`config.mk`:
```
export PLATFORM = sky130hd
export DESIGN_NAME = aes_key_schedule_seq
export DESIGN_NICKNAME = d
export VERILOG_FILES = /design/src/rtl/aes_pkg.sv /design/src/rtl/sub_byte.sv /design/src/rtl/sub_word.sv /design/src/rtl/aes_key_schedule_seq.sv
export SDC_FILE = /design/constraint.sdc
export NUM_CORES = 2
export LEC_CHECK = 0
export ABC_AREA = 1
export BUFFER_PORTS_ARGS = -buffer_cell sky130_fd_sc_hd__buf_4
export CAP_MARGIN = 20
export CORE_MARGIN = 5
export CORE_UTILIZATION = 40
export CTS_BUF_LIST = sky130_fd_sc_hd__clkbuf_16
export CTS_CLUSTER_SIZE = 24
export DETAILED_ROUTE_END_ITERATION = 8
export HOLD_SLACK_MARGIN = 0.08
export SYNTH_ARGS = -nofsm -noshare
export SYNTH_HDL_FRONTEND = slang
export SYNTH_HIERARCHICAL = 1
export SYNTH_SLANG_ARGS = --single-unit
```
`constraint.sdc`:
```
create_clock -name clk -period 6.3 [get_ports clk]
set_input_delay 0.945 -clock clk [delete_from_list [all_inputs] [get_ports clk]]
set_output_delay 0.945 -clock clk [all_outputs]
set_load 0.02 [all_outputs]
```
`src/rtl/aes_pkg.sv`:
```
// Shared AES definitions: key-length encodings, schedule geometry lookup,
// GF(2^8) xtime and the key schedule state enumeration.
package aes_pkg;

  typedef enum logic [1:0] {
    KEY_LEN_128  = 2'd0,
    KEY_LEN_192  = 2'd1,
    KEY_LEN_256  = 2'd2,
    KEY_LEN_RSVD = 2'd3
  } key_len_e;

  typedef enum logic [1:0] {
    IDLE = 2'd0,
    GEN  = 2'd1,
    LAST = 2'd2
  } state_e;

  typedef struct packed {
    logic [3:0] nk;
    logic [3:0] nr;
  } key_geom_t;

  // Nk = 0 marks the reserved encoding so callers can reject it.
  function automatic key_geom_t key_geom(input logic [1:0] key_len);
    key_geom_t g;
    case (key_len_e'(key_len))
      KEY_LEN_128: begin g.nk = 4'd4; g.nr = 4'd10; end
      KEY_LEN_192: begin g.nk = 4'd6; g.nr = 4'd12; end
      KEY_LEN_256: begin g.nk = 4'd8; g.nr = 4'd14; end
      default:     begin g.nk = 4'd0; g.nr = 4'd0;  end
    endcase
    return g;
  endfunction

  function automatic logic [7:0] xtime(input logic [7:0] b);
    return {b[6:0], 1'b0} ^ (b[7] ? 8'h1b : 8'h00);
  endfunction

endpackage

```
`src/rtl/sub_byte.sv`:
```
// AES forward S-box, one byte, purely combinational table lookup.
module sub_byte (
  input  logic [7:0] in_byte,
  output logic [7:0] out_byte
);

  localparam logic [0:255][7:0] SBOX = {
    128'h637c777bf26b6fc53001672bfed7ab76,
    128'hca82c97dfa5947f0add4a2af9ca472c0,
    128'hb7fd9326363ff7cc34a5e5f171d83115,
    128'h04c723c31896059a071280e2eb27b275,
    128'h09832c1a1b6e5aa0523bd6b329e32f84,
    128'h53d100ed20fcb15b6acbbe394a4c58cf,
    128'hd0efaafb434d338545f9027f503c9fa8,
    128'h51a3408f929d38f5bcb6da2110fff3d2,
    128'hcd0c13ec5f974417c4a77e3d645d1973,
    128'h60814fdc222a908846eeb814de5e0bdb,
    128'he0323a0a4906245cc2d3ac629195e479,
    128'he7c8376d8dd54ea96c56f4ea657aae08,
    128'hba78252e1ca6b4c6e8dd741f4bbd8b8a,
    128'h703eb5664803f60e613557b986c11d9e,
    128'he1f8981169d98e949b1e87e9ce5528df,
    128'h8ca1890dbfe6426841992d0fb054bb16
  };

  assign out_byte = SBOX[in_byte];

endmodule

```
`src/rtl/sub_word.sv`:
```
// 32-bit SubWord: four independent S-box lookups, one per byte lane.
module sub_word (
  input  logic [31:0] in_word,
  output logic [31:0] out_word
);

  for (genvar b = 0; b < 4; b++) begin : g_lane
    sub_byte u_sub_byte (
      .in_byte  (in_word[8*b +: 8]),
      .out_byte (out_word[8*b +: 8])
    );
  end

endmodule

```
`src/rtl/aes_key_schedule_seq.sv`:
```
// Word-serial AES-128/192/256 key schedule: one expanded word per cycle,
// grouped into 128-bit round keys delivered over a valid/ready output register.
module aes_key_schedule_seq
  import aes_pkg::*;
#(
  parameter int NK_MAX = 8
) (
  input  logic         clk,
  input  logic         rst,
  input  logic         start,
  input  logic [1:0]   key_len,
  input  logic [255:0] key_in,
  output logic         busy,
  output logic         err,
  output logic         rk_valid,
  input  logic         rk_ready,
  output logic [127:0] rk_data,
  output logic [3:0]   rk_idx,
  output logic         done
);

  localparam logic [3:0] NK_LIMIT = 4'(NK_MAX);

  state_e        state_q, state_d;
  logic [5:0]    widx_q, widx_d;
  logic [2:0]    phase_q, phase_d;
  logic [7:0]    rcon_q, rcon_d;
  logic [3:0]    nk_q, nk_d;
  logic [3:0]    nr_q, nr_d;
  logic [31:0]   key_q [8];
  logic [31:0]   key_d [8];
  logic [31:0]   hist_q [8];
  logic [31:0]   hist_d [8];
  logic [31:0]   grp_q [3];
  logic [31:0]   grp_d [3];
  logic          busy_q, busy_d;
  logic          err_q, err_d;
  logic          rk_valid_q, rk_valid_d;
  logic [127:0]  rk_data_q, rk_data_d;
  logic [3:0]    rk_idx_q, rk_idx_d;
  logic          done_q, done_d;

  key_geom_t     geom_s;
  logic          hs_s, gen_en_s, from_key_s;
  logic [31:0]   prev_s, back_s, sw_in_s, sw_out_s, word_s;

  sub_word u_sub_word (
    .in_word  (sw_in_s),
    .out_word (sw_out_s)
  );

  // Word datapath: hist_q[0] is w[i-1], hist_q[j] is w[i-1-j]; phase_q is i mod Nk.
  always_comb begin
    prev_s     = hist_q[0];
    from_key_s = ({2'b00, nk_q} > widx_q);
    case (nk_q)
      4'd4:    back_s = hist_q[3];
      4'd6:    back_s = hist_q[5];
      default: back_s = hist_q[7];
    endcase
    if (phase_q == 3'd0) begin
      sw_in_s = {prev_s[23:0], prev_s[31:24]};
    end else begin
      sw_in_s = prev_s;
    end
    if (from_key_s) begin
      word_s = key_q[widx_q[2:0]];
    end else if (phase_q == 3'd0) begin
      word_s = back_s ^ sw_out_s ^ {rcon_q, 24'h000000};
    end else if ((nk_q == 4'd8) && (phase_q == 3'd4)) begin
      word_s = back_s ^ sw_out_s;
    end else begin
      word_s = back_s ^ prev_s;
    end
  end

  // Control: start acceptance, generation with group-completion stall, output handshake.
  always_comb begin
    state_d    = state_q;
    widx_d     = widx_q;
    phase_d    = phase_q;
    rcon_d     = rcon_q;
    nk_d       = nk_q;
    nr_d       = nr_q;
    key_d      = key_q;
    hist_d     = hist_q;
    grp_d      = grp_q;
    busy_d     = busy_q;
    err_d      = 1'b0;
    rk_data_d  = rk_data_q;
    rk_idx_d   = rk_idx_q;
    done_d     = 1'b0;
    geom_s     = key_geom(key_len);
    hs_s       = rk_valid_q & rk_ready;
    // The group-closing word may only be produced if the output register can take it.
    gen_en_s   = (state_q == GEN) &&
                 ((widx_q[1:0] != 2'b11) || !rk_valid_q || rk_ready);
    if (hs_s) begin
      rk_valid_d = 1'b0;
    end else begin
      rk_valid_d = rk_valid_q;
    end

    case (state_q)
      IDLE: begin
        if (start) begin
          if ((geom_s.nk == 4'd0) || (geom_s.nk > NK_LIMIT)) begin
            err_d = 1'b1;
          end else begin
            state_d = GEN;
            busy_d  = 1'b1;
            nk_d    = geom_s.nk;
            nr_d    = geom_s.nr;
            widx_d  = 6'd0;
            phase_d = 3'd0;
            rcon_d  = 8'h01;
            for (int j = 0; j < 8; j++) begin
              key_d[j] = key_in[32*(7-j) +: 32];
            end
          end
        end else begin
          state_d = IDLE;
        end
      end
      GEN: begin
        if (gen_en_s) begin
          hist_d[0] = word_s;
          for (int j = 1; j < 8; j++) begin
            hist_d[j] = hist_q[j-1];
          end
          if ({1'b0, phase_q} == (nk_q - 4'd1)) begin
            phase_d = 3'd0;
          end else begin
            phase_d = phase_q + 3'd1;
          end
          if (!from_key_s && (phase_q == 3'd0)) begin
            rcon_d = xtime(rcon_q);
          end else begin
            rcon_d = rcon_q;
          end
          case (widx_q[1:0])
            2'd0: grp_d[0] = word_s;
            2'd1: grp_d[1] = word_s;
            2'd2: grp_d[2] = word_s;
            default: begin
              rk_data_d  = {grp_q[0], grp_q[1], grp_q[2], word_s};
              rk_valid_d = 1'b1;
              rk_idx_d   = widx_q[5:2];
            end
          endcase
          // Last word index is 4*(Nr+1)-1 = {Nr, 2'b11}.
          if (widx_q == {nr_q, 2'b11}) begin
            state_d = LAST;
          end else begin
            widx_d  = widx_q + 6'd1;
            state_d = GEN;
          end
        end else begin
          state_d = GEN;
        end
      end
      LAST: begin
        if (hs_s) begin
          done_d  = 1'b1;
          busy_d  = 1'b0;
          state_d = IDLE;
        end else begin
          state_d = LAST;
        end
      end
      default: begin
        state_d = IDLE;
      end
    endcase
  end

  // State and output registers with synchronous reset.
  always_ff @(posedge clk) begin
    if (rst) begin
      state_q    <= IDLE;
      widx_q     <= 6'd0;
      phase_q    <= 3'd0;
      rcon_q     <= 8'h01;
      nk_q       <= 4'd0;
      nr_q       <= 4'd0;
      for (int j = 0; j < 8; j++) begin
        key_q[j]  <= 32'h00000000;
        hist_q[j] <= 32'h00000000;
      end
      for (int j = 0; j < 3; j++) begin
        grp_q[j] <= 32'h00000000;
      end
      busy_q     <= 1'b0;
      err_q      <= 1'b0;
      rk_valid_q <= 1'b0;
      rk_data_q  <= 128'h0;
      rk_idx_q   <= 4'd0;
      done_q     <= 1'b0;
    end else begin
      state_q    <= state_d;
      widx_q     <= widx_d;
      phase_q    <= phase_d;
      rcon_q     <= rcon_d;
      nk_q       <= nk_d;
      nr_q       <= nr_d;
      key_q      <= key_d;
      hist_q     <= hist_d;
      grp_q      <= grp_d;
      busy_q     <= busy_d;
      err_q      <= err_d;
      rk_valid_q <= rk_valid_d;
      rk_data_q  <= rk_data_d;
      rk_idx_q   <= rk_idx_d;
      done_q     <= done_d;
    end
  end

  assign busy     = busy_q;
  assign err      = err_q;
  assign rk_valid = rk_valid_q;
  assign rk_data  = rk_data_q;
  assign rk_idx   = rk_idx_q;
  assign done     = done_q;

endmodule

```
# --- Word level (Yosys, flattened, before mapping) ---
# Memories as Yosys holds them, arrays and structs flattened.
# Cells that the tools add are included.
word_totals:
  input_bits: 262
  mem_count: 4
  regBits: 771
  out_inout_bits: 136
  latchBits: 0
  rom_bits: 8192
  ram_bits: 0
mem_list:
  columns: ["memory", "words", "word_bits", "read_ports", "rd_clocked_by_memory_dff", "write_ports", "line", "rtl"]
  rows:
  - ["(no name shown)", 256, 8, 1, 0, 0, "sub_byte.sv:26", "assign out_byte = SBOX[in_byte];"]
  - ["(no name shown)", 256, 8, 1, 0, 0, "sub_byte.sv:26", null]
  - ["(no name shown)", 256, 8, 1, 0, 0, "sub_byte.sv:26", null]
  - ["(no name shown)", 256, 8, 1, 0, 0, "sub_byte.sv:26", null]
op_classes:
  bitwise: 15
  add_sub_neg: 3
  shift: 0
  order_cmp: 7
  eq_ne: 20
  reduce_logical: 28
  n_div: 0
  n_mux: 49
  n_mul: 0
op_table:
  columns: ["cell", "count"]
  rows:
  - ["2-to-1 mux 32 bit", 6]
  - ["binary-select mux 32 bit (select 3 bit)", 1]
  - ["2-to-1 mux 8 bit", 12]
  - ["bitwise XOR 32 bit", 3]
  - ["one-hot mux 32 bit (2 select lines)", 1]
  - [">= comparator 9 bit, second input constant", 4]
  - ["inverter 8 -> 9 bit", 4]
  - ["2-to-1 mux 6 bit", 4]
  - ["one-hot mux 8 bit (3 select lines)", 1]
  - ["one-hot mux 8 bit (2 select lines)", 1]
  - ["AND reduction 3 bit", 5]
  - ["2-to-1 mux 3 bit", 4]
  - ["!= test 2 bit, second input constant", 6]
  - ["one-hot mux 6 bit (2 select lines)", 1]
  - ["2-to-1 mux 2 bit", 5]
  - ["AND reduction 5 bit", 2]
  - ["2-to-1 mux 1 bit", 9]
  - ["equality test 4 x 3 -> 1 bit, second input constant", 2]
  - ["AND reduction 4 bit", 2]
  - ["bitwise XOR 8 x 5 -> 8 bit", 1]
  - ["adder 6 x 1 -> 6 bit, second input constant", 1]
  - ["equality test 2 x 1 -> 1 bit, second input constant", 3]
  - ["equality test 2 bit, second input constant", 3]
  - ["equality test 6 bit", 1]
  - ["27 further kinds", 40]

# --- Depth between registers and ports, before layout ---
logic_depth:
  ltp_word: 10
  depth_mapped: 31
  depth_no_buf: 27

# --- Hierarchy ---
# The synthesis kept the hierarchy.
by_module_without_submodules:
  columns: ["mod", "seq_area_each_um2", "area_each_um2", "n_inst", "cells_per_inst"]
  rows:
  - ["aes_key_schedule_seq", 15394.8, 32696.4, 1, 4597]
  - ["sub_byte (u_sub_word.g_lane[1].u_sub_byte ...)", 0.0, 3093.0, 3, 635]
  - ["sub_byte (u_sub_word.g_lane[0].u_sub_byte)", 0.0, 3064.2, 1, 652]

# --- Least setup slack after synthesis ---
# OpenSTA, ideal clock, no wires.
synth_timing:
  path_type: "register to register"
  start: "reg phase_q[0]"
  end: "reg hist_q, in the netlist prev_s[27]"
  stages_incl_launch_ff: 30
  setup_slack_ps: 1844
  arrival_ps: 4347
  n_path_buf: 4
  required_ps: 6191
  synth_period_minus_slack_ps: 4456
  setup_ps: 109
  cell_sequence: "dfxtp_1 > inv_1 > ha_1 > nand2_2 > buf_2 > buf_2 > clkbuf_1 > o21ai_0 > inv_2 > ha_1 > buf_2 > inv_1 > nand2_4 > nand2_1 > o21ai_1 > nand2_1 > nand2_1 > nand2_1 > nand2_1 > nand2_1 > nand2_1 > inv_1 > nor2_1 > nor2_1 > o21ai_0 > nand3_1 > nand3_1 > nand3_1 > nand2_1 > inv_1"
synth_between:
  elab_chain_len: 10
  elab_cells_between_ends: 13
  cone_classes: "1 x eq/ne; 6 x mux; 3 x bitwise; 2 x reduce/logical; 1 x memory"
synth_rtl:
  columns: ["item", "line", "rtl"]
  rows:
  - ["start: declaration", "aes_key_schedule_seq.sv:26", "logic [2:0] phase_q, phase_d;"]
  - ["start signal: assignment", "aes_key_schedule_seq.sv:202", "phase_q <= phase_d;"]
  - ["zero test 3 bit *", "aes_key_schedule_seq.sv:61", "if (phase_q == 3'd0) begin"]
  - ["2-to-1 mux 32 bit *", "aes_key_schedule_seq.sv:61", null]
  - ["named net sw_in_s[25]", "aes_key_schedule_seq.sv:45", "logic [31:0] prev_s, back_s, sw_in_s, sw_out_s, word_s;"]
  - ["inverter 8 -> 9 bit (not written as such) *", "sub_byte.sv:26", null]
  - ["memory (256 x 8 bit) *", null, null]
  - ["2-to-1 mux 8 bit (not written as such) * (2 in series)", "sub_byte.sv:26", null]
  - ["named net sw_out_s[27]", "aes_key_schedule_seq.sv:45", null]
  - ["bitwise XOR 32 bit *", "aes_key_schedule_seq.sv:69, aes_key_schedule_seq.sv:71", null]
  - ["2-to-1 mux 32 bit / bitwise XOR 32 bit (equally long branches)", "aes_key_schedule_seq.sv:70, aes_key_schedule_seq.sv:69", null]
  - ["2-to-1 mux 32 bit *", "aes_key_schedule_seq.sv:68", "end else if (phase_q == 3'd0) begin"]
  - ["2-to-1 mux 32 bit *", "aes_key_schedule_seq.sv:66", "if (from_key_s) begin"]
  - ["end signal: assignment", "aes_key_schedule_seq.sv:207", "hist_q <= hist_d;"]
  - ["end: declaration", "aes_key_schedule_seq.sv:32", "logic [31:0] hist_q [8];"]
# The timed path passes the listed nets; every way through them passes the cells marked *. The select of a mux whose other input is x is not followed.
# A chain may end at the register's enable or synchronous reset.

# --- Worst setup path in the final report ---
layout_timing:
  start: "reg phase_q[0]"
  end: "reg grp_q[29] (netlist name)"
layout_between:
  elab_chain_len: 10
  elab_cells_between_ends: 13
  cone_classes: "1 x eq/ne; 6 x mux; 3 x bitwise; 2 x reduce/logical; 1 x memory"
layout_rtl:
  columns: ["item", "line", "rtl"]
  rows:
  - ["zero test 3 bit *", "aes_key_schedule_seq.sv:61", null]
  - ["2-to-1 mux 32 bit *", "aes_key_schedule_seq.sv:61", null]
  - ["named net sw_in_s[24]", "aes_key_schedule_seq.sv:45", null]
  - ["inverter 8 -> 9 bit (not written as such) *", "sub_byte.sv:26", null]
  - ["memory (256 x 8 bit) *", null, null]
  - ["2-to-1 mux 8 bit (not written as such) * (2 in series)", "sub_byte.sv:26", null]
  - ["named net sw_out_s[29]", "aes_key_schedule_seq.sv:45", null]
  - ["bitwise XOR 32 bit *", "aes_key_schedule_seq.sv:69, aes_key_schedule_seq.sv:71", null]
  - ["2-to-1 mux 32 bit / bitwise XOR 32 bit (equally long branches)", "aes_key_schedule_seq.sv:70, aes_key_schedule_seq.sv:69", null]
  - ["2-to-1 mux 32 bit *", "aes_key_schedule_seq.sv:68", null]
  - ["2-to-1 mux 32 bit *", "aes_key_schedule_seq.sv:66", null]
  - ["end signal: assignment", "aes_key_schedule_seq.sv:208", "grp_q <= grp_d;"]
  - ["end: declaration", "aes_key_schedule_seq.sv:34", "logic [31:0] grp_q [3];"]
# Marked as above.

==> results.txt <==
status: complete, no violations
largest family of logic cells by synthesized area: simple AND/OR/NAND/NOR gates
postcts setup bufs: 0
DRT iter0 DRCs: 5,386
largest net degree at the start of global routing: 253
drt pass-1 iters: 7
Routed Antenna Nets: 0
clk_lat worst skew: 680 ps
CP startpoint kind: register
Die Y: 345.6 µm
first-pass GRT wire length: 296,800 µm
GPL Wtd Cong: 1.017
# rows: 123
Max Buffers Root-to-Sink: 3
setup TNS: 0 ps
Worst path max stage delay: 760 ps
RSZ-0062 raised after global routing: false
Synth Instances: 7,154
Area Overhead vs Synth: 13.25%
Die Wd: 345.6 µm
final net count: 7,557
H-tree levels: 3
Final Skew: 43.35 ps
via count: 49,501
Final Hold Fails: 0
Power Density: 325.3 nW/µm²
crit path max fanout: 56
Initial Util: 40.15%
post-synth top area share: 34.18%
final core occ: 45.46%
Worst setup EP type: register
Total Routing Usage GR: 31.79%
final worst-path cycle share: 82.37%
# setup viols final: 0
Num CTS Buffers: 86
Post-Syn Area per Cell: 6.296 µm²
post-placement cell count: 8,627
Synth Net Count: 7,496
final slew viol count: 0
max-cap viol count: 0
count of cell types in the netlist: 38
die area: 119,400 µm²
DRC: 0
Worst-Margin Slew: 1172 ps
antenna violations before repair: 8
Tmin final: 5189 ps
num ports: 398
vias in the first global route: 46,201
share of layout cells above drive strength 1: 11.03%
RR Endpoint: grp_q[29]
R2R depth: 27
via/cell ratio: 5.637
post-route insts no fill: 8,782
total gr overflow: 0
CP endpoint: grp_q[29]
simple-gate area share of the yosys netlist: 38.03%
WL per Instance: 22.82 µm
DP Wirelength: 141,200 µm
CTS tree: built
Lkg Pwr: 23.22 nW
cell area after synthesis: 45,040 µm²
compound-gate portion of the synthesized area: 15.66%
clk sinks: 769
fmax: 0.1927 GHz
sequential element share of the synthesized area: 34.18%
Req. time, crit path: 6860 ps
reg2reg setup slack: 1110 ps
Post-Synth Adder-Cell Area: 2.222%
post-synth top area cell: dfxtp_1
#FFs+latches synth: 769
Resized Gates After CTS: 0
Peak VDD IR: 192.7 µV
final WL: 200,400 µm
Worst Path Arrival: 5750 ps
critical path startpoint: phase_q[0]
Synth area leaders: dfxtp_1 (34%), nand3_1 (13%), nand2_1 (13%)
CTS Hold Buffers Added: 0
IO buf count: 397
Synth Area in XOR/XNOR: 0.07778%
Setup Crit Path Kind: register to register
max_slew headroom: 21.85%
root buffer cell: clkbuf_16
Hold WC Path Type: register to register
core region area: 112,200 µm²
yosys warns: 6
CTS clk-pin slew, worst paths: 60 ps
Reg2Reg Launch Point: phase_q[0]
multiplexer share of the synthesized area: 0%
cell at the slowest stage of the critical path: ha_1
metal layers:
metal / track usage, % / routed length [µm] / up-vias
met3: 5.983 / 16230 / 487
li1: - / - / 23511
met2: 50.05 / 88700 / 2289
met5: 0 / 59 / -
met1: 41.55 / 83270 / 23206
met4: 16.46 / 12150 / 8
critical path, delay by kind of cell (launching register included):
family          cells  cell delay [ps]
simple gates       16             2470
buf+inv             7             1000
fa+ha+maj           2             1000
flops               1              350
compound gates      2              210
layout make-up:
class | count | area [µm²]
sequential | 769 | 15400
multi-input combinational | 5368 | 25440
timing repair buffer | 496 | 3824
tap | 1500 | 1877
antenna | 2 | 5.005
fill | 12020 | 61180
clock inverter | 67 | 424.2
inverter | 494 | 1887
clock buffer | 86 | 2152
cell usage in the layout, fill, tap and decap left out, types with 3 or more instances in the layout:
master	instances
a21oi_1	389
a21oi_2	6
a31oi_1	3
buf_12	8
buf_4	488
clkbuf_16	86
clkinv_1	24
clkinv_2	16
dfxtp_1	767
ha_1	80
inv_1	474
inv_2	27
inv_4	4
inv_6	6
nand2_1	1585
nand2_2	52
nand2_4	7
nand3_1	1187
nand3_2	36
nand3b_1	3
nand4_1	43
nor2_1	1028
nor2_2	20
nor2_4	9
nor2b_1	7
nor3_1	3
nor3_2	3
o211ai_1	80
o21a_1	134
o21ai_0	629
o21ai_1	30
o21ai_2	8
o21ai_4	12
or2_1	3
xor2_1	4
flip-flops by register name, indices dropped and copies added, names as in the netlist:
register	cells
rk_valid	1
widx_q	6
nk_q	3
err	1
rcon_q	8
rk_data	128
prev_s	32
nr_q	3
key_q	256
rk_idx	4
phase_q	3
state_q	2
busy	1
done	1
grp_q	96
hist_q	224
synth_stat cells, drive strengths merged:
cell type / n
a31oi: 3
nor2b: 7
nand4: 43
dfxtp: 769
nand3: 1224
a21oi: 395
inv: 488
xor2: 4
o211ai: 80
nor2: 1057
o21ai: 679
a211oi: 2
o22ai: 1
clkbuf: 252
buf: 271
ha: 80
nand2: 1645
nor3: 6
nand3b: 3
or2: 4
o31ai: 1
clkinv: 6
o21a: 134
cell families (layout without fill, tap and decap cells):
group	Yosys count	after routing
simple gates	3989	3989
flops	769	769
buf+inv	1017	1143
other cells	0	2
xor+xnor	4	4
compound gates	1295	1295
fa+ha+maj	80	80
how the worst min path moves through the flow:
stage | start | endpoint | slack, ps | cells past startpoint
4_1_cts | grp_q[95] | rk_data[127] | 450 | 2
2_1_floorplan | key_q[0] | key_q[0] | 430 | 2
3_5_place_dp | key_q[24] | key_q[24] | 440 | 2
3_3_place_gp | key_q[2] | key_q[2] | 440 | 2
5_1_grt | key_q[26] | key_q[26] | 460 | 2
6_report | grp_q[78] | rk_data[110] | 450 | 2
where the power goes:
part	switching [W]	internal [W]
clock network	0.00211	0.00257
logic	0.00469	0.00177
registers	0.000223	0.00523
metrics by stage:
step	instance area [µm²]	total power (W)	setup slack [ps]	hold WS [ps]
finish	51010	0.01659	1111	450.5
global route	51000	0.01744	832.4	463.8
CTS	51000	0.01651	1224	452.2
detailed placement	48430	0.01182	1240	444.2
global placement	48430	0.01189	1345	439.2
floorplan	45040	0.009630	1844	429.2
(Power assumes the default switching activity.)
